==> src/rtl/ysyx_040750_clint.sv <==
// Core-local interruptor: msip, mtime and mtimecmp behind a
// single-outstanding MMIO slave, driving mtip/msip into the CSR file.
//
// Ports:
//   I_sys_clk, I_rst_n            clock, async active-low reset
//   I_req_valid/O_req_ready       request handshake
//   I_req_wen/addr/wdata/wmask    request payload (addr[2:0] ignored)
//   O_resp_valid/I_resp_ready     response handshake
//   O_resp_rdata, O_resp_err      response payload
//   O_mtip, O_msip                interrupt-pending levels
module ysyx_040750_clint #(
  parameter logic [31:0] BASE_ADDR = 32'h0200_0000,
  parameter int unsigned TICK_DIV  = 1
) (
  input  logic        I_sys_clk,
  input  logic        I_rst_n,
  input  logic        I_req_valid,
  output logic        O_req_ready,
  input  logic        I_req_wen,
  input  logic [31:0] I_req_addr,
  input  logic [63:0] I_req_wdata,
  input  logic [7:0]  I_req_wmask,
  output logic        O_resp_valid,
  input  logic        I_resp_ready,
  output logic [63:0] O_resp_rdata,
  output logic        O_resp_err,
  output logic        O_mtip,
  output logic        O_msip
);

  localparam int PW =
    (TICK_DIV > 1) ? $clog2(TICK_DIV) : 1;
  localparam logic [PW-1:0] PMAX = PW'(TICK_DIV - 1);

  typedef enum logic {
    S_IDLE,
    S_RESP
  } state_t;

  state_t        state_q;
  state_t        state_d;
  logic [PW-1:0] pre_q;
  logic [63:0]   mtime_q;
  logic [63:0]   mtimecmp_q;
  logic          msip_q;
  logic          mtip_q;
  logic [63:0]   rdata_q;
  logic          err_q;

  logic [31:0] off;
  logic        sel_msip;
  logic        sel_cmp;
  logic        sel_time;
  logic        mapped;
  logic        accept;
  logic        wr;
  logic        hshk;
  logic        tick;
  logic [63:0] rd_val;
  logic [63:0] mtime_inc;

  function automatic logic [63:0] wmerge(
    input logic [63:0] old,
    input logic [63:0] d,
    input logic [7:0]  m
  );
    logic [63:0] r;
    r = old;
    for (int i = 0; i < 8; i++) begin
      if (m[i]) r[i*8 +: 8] = d[i*8 +: 8];
    end
    return r;
  endfunction

  // Doubleword offset into the window; anything
  // outside the window lands on a non-matching value.
  assign off      = (I_req_addr & ~32'h7) - BASE_ADDR;
  assign sel_msip = (off == 32'h0000_0000);
  assign sel_cmp  = (off == 32'h0000_4000);
  assign sel_time = (off == 32'h0000_BFF8);
  assign mapped   = sel_msip | sel_cmp | sel_time;

  assign accept = (state_q == S_IDLE) & I_req_valid;
  assign wr     = accept & I_req_wen & mapped;
  assign hshk   = (state_q == S_RESP) & I_resp_ready;

  assign tick      = (pre_q == PMAX);
  assign mtime_inc = mtime_q + (tick ? 64'd1 : 64'd0);

  always_comb begin
    rd_val = 64'd0;
    unique case (1'b1)
      sel_msip: rd_val = {63'd0, msip_q};
      sel_cmp:  rd_val = mtimecmp_q;
      sel_time: rd_val = mtime_q;
      default:  rd_val = 64'd0;
    endcase
  end

  always_comb begin
    state_d      = state_q;
    O_req_ready  = 1'b0;
    O_resp_valid = 1'b0;
    unique case (state_q)
      S_IDLE: begin
        O_req_ready = 1'b1;
        if (I_req_valid) state_d = S_RESP;
      end
      S_RESP: begin
        O_resp_valid = 1'b1;
        if (I_resp_ready) state_d = S_IDLE;
      end
      default: state_d = S_IDLE;
    endcase
  end

  always_ff @(posedge I_sys_clk or negedge I_rst_n) begin
    if (!I_rst_n) begin
      state_q <= S_IDLE;
    end else begin
      state_q <= state_d;
    end
  end

  always_ff @(posedge I_sys_clk or negedge I_rst_n) begin
    if (!I_rst_n) begin
      pre_q <= '0;
    end else if (tick) begin
      pre_q <= '0;
    end else begin
      pre_q <= pre_q + 1'b1;
    end
  end

  // Written bytes override the tick; the rest
  // keep the incremented value.
  always_ff @(posedge I_sys_clk or negedge I_rst_n) begin
    if (!I_rst_n) begin
      mtime_q <= 64'd0;
    end else if (wr && sel_time) begin
      mtime_q <= wmerge(mtime_inc, I_req_wdata,
                        I_req_wmask);
    end else begin
      mtime_q <= mtime_inc;
    end
  end

  always_ff @(posedge I_sys_clk or negedge I_rst_n) begin
    if (!I_rst_n) begin
      mtimecmp_q <= '1;
    end else if (wr && sel_cmp) begin
      mtimecmp_q <= wmerge(mtimecmp_q, I_req_wdata,
                           I_req_wmask);
    end
  end

  always_ff @(posedge I_sys_clk or negedge I_rst_n) begin
    if (!I_rst_n) begin
      msip_q <= 1'b0;
    end else if (wr && sel_msip && I_req_wmask[0]) begin
      msip_q <= I_req_wdata[0];
    end
  end

  always_ff @(posedge I_sys_clk or negedge I_rst_n) begin
    if (!I_rst_n) begin
      mtip_q <= 1'b0;
    end else begin
      mtip_q <= (mtime_q >= mtimecmp_q);
    end
  end

  // Response payload is frozen at accept and
  // cleared once the consumer takes it.
  always_ff @(posedge I_sys_clk or negedge I_rst_n) begin
    if (!I_rst_n) begin
      rdata_q <= 64'd0;
      err_q   <= 1'b0;
    end else if (accept) begin
      rdata_q <= (I_req_wen || !mapped) ? 64'd0 : rd_val;
      err_q   <= ~mapped;
    end else if (hshk) begin
      rdata_q <= 64'd0;
      err_q   <= 1'b0;
    end
  end

  assign O_resp_rdata = rdata_q;
  assign O_resp_err   = err_q;
  assign O_mtip       = mtip_q;
  assign O_msip       = msip_q;

endmodule

==> config.mk <==
export PLATFORM = sky130hd
export DESIGN_NAME = ysyx_040750_clint
export DESIGN_NICKNAME = d
export VERILOG_FILES = /design/src/rtl/ysyx_040750_clint.sv
export SDC_FILE = /design/constraint.sdc
export NUM_CORES = 1
export LEC_CHECK = 0
export ABC_AREA = 1
export BUFFER_PORTS_ARGS = -buffer_cell sky130_fd_sc_hd__clkbuf_2
export CORE_UTILIZATION = 50
export DETAILED_ROUTE_END_ITERATION = 10
export GPL_ROUTABILITY_DRIVEN = 0
export PLACE_DENSITY_LB_ADDON = 0.12
export RECOVER_POWER = 25
export SLEW_MARGIN = 25
export SYNTH_ARGS = -nofsm -noshare
export SYNTH_HDL_FRONTEND = slang
export SYNTH_SLANG_ARGS = --single-unit
export TNS_END_PERCENT = 20
==> constraint.sdc <==
create_clock -name I_sys_clk -period 1.9 [get_ports I_sys_clk]
set_clock_uncertainty 0.15 [all_clocks]
set_input_delay 0.19 -clock I_sys_clk [delete_from_list [all_inputs] [get_ports I_sys_clk]]
set_output_delay 0.19 -clock I_sys_clk [all_outputs]
set_load 0.01 [all_outputs]
* Yosys cells after proc, flatten, opt, wreduce, memory -nomap -nowiden
Index checks and enable logic that the tools add are counted.
Word-level totals: register bits after elaboration 197, input port bits 109, output and inout port bits 69
Cells by class: $add $sub $neg 3, magnitude comparators 1, equal/unequal tests 2, multiplexer cells 22, bitwise gates (word level) 8, reductions and logical operators 16
Operators by type and width (number):
- $mux 64 | 4
- $pmux 64 s3 | 1
- $add 64x1->64 | 1
- $ge 64x64->1 | 1
- $mux 8 | 8
- $eq 32x15->1 const B | 1
- $eq 32x16->1 const B | 1
- $logic_not 32->1 | 1
- $sub 32x26->32 const B | 1
- $reduce_and 2->1 | 8
- $mux 1 | 8
- $and 1x1->1 | 4
- $logic_and 1x1->1 | 4
- $not 1->1 | 2
- $or 1x1->1 | 2
- $pmux 1 s2 | 1
- $reduce_bool 2->1 | 1
- $add 1x1->1 const B | 1
- $logic_not 1->1 | 1
- $logic_or 1x1->1 | 1

* Longest topological paths before layout
depth after elaboration 8, depth in mapped cells 15, depth with buffers taken out 15

* Least setup slack after synthesis
Ideal clock, no wire load.
path kind register -> register, from reg mtime_q[0], to reg mtime_q[54], data arrival time 1698 ps, required time 1634 ps, setup slack -65 ps, stages on the path, launching flop included 11, path buffers 0, period minus slack after synthesis 1965 ps, cells stage by stage dfrtp_1 > ha_1 > nand3_1 > nor2_1 > inv_1 > nor3_1 > nand3_1 > nand2_1 > nand2_1 > nand2_1 > nand2_1
Between the ends: word-level cells in the longest chain between the ends 3
Ends and longest elaborated chain:
- start: declaration | line 43 | logic [63:0] mtime_q;
- start signal: assignment | line 141 | mtime_q <= wmerge(mtime_inc, I_req_wdata,
- start signal: assignment | line 144 | mtime_q <= mtime_inc;
- $add 64x1->64 * | line 88 | assign mtime_inc = mtime_q + (tick ? 64'd1 : 64'd0);
- $mux 8 | line 70 | if (m[i]) r[i*8 +: 8] = d[i*8 +: 8];
- $mux 64 * | line 140 | end else if (wr && sel_time) begin
Every way passes the cells marked *; elsewhere a longest branch is shown, timed or not. A chain may end at the register's enable or synchronous reset.

* Worst setup path after layout
from reg mtimecmp_q[57], to reg mtip_q, in the netlist O_mtip
Between the ends: word-level cells in the longest chain between the ends 1
Ends and longest elaborated chain:
- start: declaration | line 44 | logic [63:0] mtimecmp_q;
- start signal: assignment | line 152 | mtimecmp_q <= wmerge(mtimecmp_q, I_req_wdata,
- $ge 64x64->1 | line 169 | mtip_q <= (mtime_q >= mtimecmp_q);
- end signal: assignment | line 169
- end: declaration | line 46 | logic mtip_q;
Every way passes these cells.

==> impl_metrics.yaml <==
status:
  outcome: "complete, but fails checks"
  violations: "setup timing"
routing:
  drtIter0Drc: 1193
  drt_pre_antenna_iters: 5
  drcViolationCount: 0
  viasPerCell: 5.24
  route.antenna.remaining_nets: 0
  wl_per_cell_microns: 15.7
  vias: 13600
  wl_microns: 40700
layout:
  antenna_cells: 0
  drive_gt1_frac: 0.292
  final_cell_mix: "721 x nand2_1, 181 x buf_4, 175 x clkbuf_2"
  fillers: 2148
  final_core_util: 0.695
  layout.nets: 2426
  layout_commonest_cell: "nand2_1"
  syn2layout_area_growth_pct: 36.6
sta:
  max_slew_margin: 0.313
  worst_pin_slew_ps: 1030
  hold_viol: 0
  whs_ps: 25.8
  rsz0062_at_grt: "true"
  fmax_mhz: 515
  setup_violations: 4
  fin_ws_ps: -40.4
  finalCriticalPeriod_ps: 1940
  post-route-period-util: 1.02
  maxSlewViolCount: 0
critical_path:
  r2r_slack_ps: -40
  end_kind: "flip-flop"
  crit_fanout: 2
  path_cells: "inv_1, ha_4, nand2_1, inv_1, o21bai_1, a21oi_1, nor2_1, nand2_2, a21oi_2, nand3_2"
  crit_type: "reg -> reg"
  cp.required_ps: 2070
  start_kind: "flip-flop"
  slowest_stage: "dfstp_2"
  crit_top_cell: "inv_1"
  worstPathArrival_ps: 2110
  slowest_delay_ps: 540
clocking:
  clockRootBuffer: "clkbuf_16"
  h-tree-depth: 4
  clkSinkCount: 196
  cts_tree: "yes"
  cts_made_buffers: 17
  cts_max_path_buffers: 2
  clock_latency_ps: 440
  clk_transition_reported_paths_ps: 80
synth:
  yosys-top-cells-area: "dfrtp_1 26%, nand2_1 22%, dfstp_2 13%"
  synth.avg_cell_area_sq_um: 6.97
  synth_top_flop_cell: "dfrtp_1"
  synth.cell_area_sq_um: 12800
  yosysWarnings: 0
  synthArstFlopShare: 1.00
  syn_nets: 2008
  yosysTopAreaCellShare: 0.259
  synth_edf_count: 0
  synth_cells: 1834
  synth-seq-area-share: 0.390
  synth_cell_types: 36
  synth-seq-cells: 196
  synth_largest_area_cell: "dfrtp_1"
pwr:
  switching_share: 0.258
  intPower_uw: 6180
  power_density_nw_per_um2: 477
  clockPowerShare: 0.420
  irDropWorstVdd_v: 0.000494
  pwr-share-seq: 0.503
  switching_power_uw: 2150
  finalPower_uw: 8330
  leakage_uw: 0.00851
  combPwrFrac: 0.077
die:
  io-pin-count: 178
  die_x_microns: 162
  start_util: 0.509
  die_area_sq_um: 26200
  core_sq_um: 25100
  die_y_microns: 162
  rows: 58
job:
  drv_cap: 0
placement:
  numPortBuffers: 174
  dpl.hpwl_microns: 30800
global_routing:
  grt_pass1_wl_microns: 64700
  grt_max_degree: 54
  grt_overflow: 0
  groute.usage.overall: 0.313
  antenna_found_initial: 0
  grt_pass1_vias: 12900
worst_hold_path:
  hold_class: "in -> reg"
## path summary, 6_finish.rpt
kind,start,endpoint,cells past startpoint
min in group asynchronous,I_rst_n,O_resp_rdata[19],2
worst min-delay path,I_req_wmask[5],mtimecmp_q[44],3
worst max-delay path,mtimecmp_q[57],O_mtip,10
worst min register to register,mtimecmp_q[6],mtimecmp_q[6],2
max in group asynchronous,I_rst_n,mtimecmp_q[39],3
worst max register to register,mtimecmp_q[57],O_mtip,10
## flip-flops by register name, indices dropped and copies added, names as in the netlist
register	cells
O_msip	1
O_mtip	1
O_resp_err	1
O_resp_rdata	64
mtime_q	64
mtimecmp_q	64
state_q	1
## metal layers
layer  vias to the layer above  global-route usage  part of all wire
li1                       6683                   -                 -
met1                      6348               0.425              0.44
met2                       481               0.508              0.46
met3                        76              0.0426             0.064
met4                         0               0.119             0.030
met5                         -                   0                 0
## worst max-delay path, delay by kind of cell, from the launching register on
kind                       cells  cell delay, ps
adders and majority gates      1             210
AOI/OAI and AO/OA              3             460
DFF                            1             540
buffers and inverters          2             110
and+or+nand+nor                4             360
## stage by stage
step                      TNS (ps)  cell area [sq um]  instances  setup WS, ps
after global routing         -1690              17400       2595          -148
after global placement       -5130              15400       2471          -110
after detailed placement     -9520              15400       2471          -172
final                        -77.5              17400       2595         -40.4
after floorplan              -1.21              12800       1834         -1.21
after CTS                     -278              16800       2579         -71.3
## power groups by stage
stage,Sequential [uW],Clock [uW],Combinational (uW)
floorplan,4270,0,156
global placement,4260,0,510
detailed placement,4260,0,517
CTS,4190,3520,640
global route,4190,3680,701
finish,4190,3500,641
## Yosys cell counts, types with 2 or more instances
master and count:
o21ai_1 13, nand4_1 93, nand2_2 2, or2_0 3, o21a_1 3, xnor2_1 20
nand2_1 743, dfrtp_1 132, xor2_1 17, a21oi_1 29, nand3_1 66, dfstp_2 64
nor2_1 180, nor3_1 24, or2_2 12, inv_1 195, ha_1 65, buf_2 27
nor2_4 3, nand3b_1 2, buf_6 5, inv_2 4, a21oi_4 2, clkbuf_1 19
nand4_4 8, o21ai_0 93
## final cells by class
type / instances / area (sq um) / share of cell area
inverters: 199 / 747 / 0.0428
clock buffers: 20 / 447 / 0.0256
flip-flops and latches: 196 / 5000 / 0.287
clock inverters: 12 / 97.6 / 0.00559
well taps: 330 / 413 / 0.0237
multi-input cells: 1387 / 7410 / 0.425
repair buffers: 451 / 3330 / 0.191
## what timing repair did
item | in CTS | in global routing
gates resized for setup | 42 | 140
buffers inserted | 4 | 16
hold endpoints to repair | 269 | 2
pin swaps | 8 | 35
endpoints found under the setup margin | 46 | 129
hold buffers | 73 | 1
## logic make-up (layout without fill, tap and decap cells)
group	Yosys count	in the layout	synth area share
flip-flops	196	196	0.390
AO/OA/AOI/OAI	142	142	0.0584
AND/OR/NAND/NOR	1143	1143	0.383
XOR/XNOR	37	37	0.0254
adder cells (fa/ha/maj)	65	65	0.0637
buffers and inverters	251	682	0.0793
No activity file was read; power rests on OpenSTA's default activity.
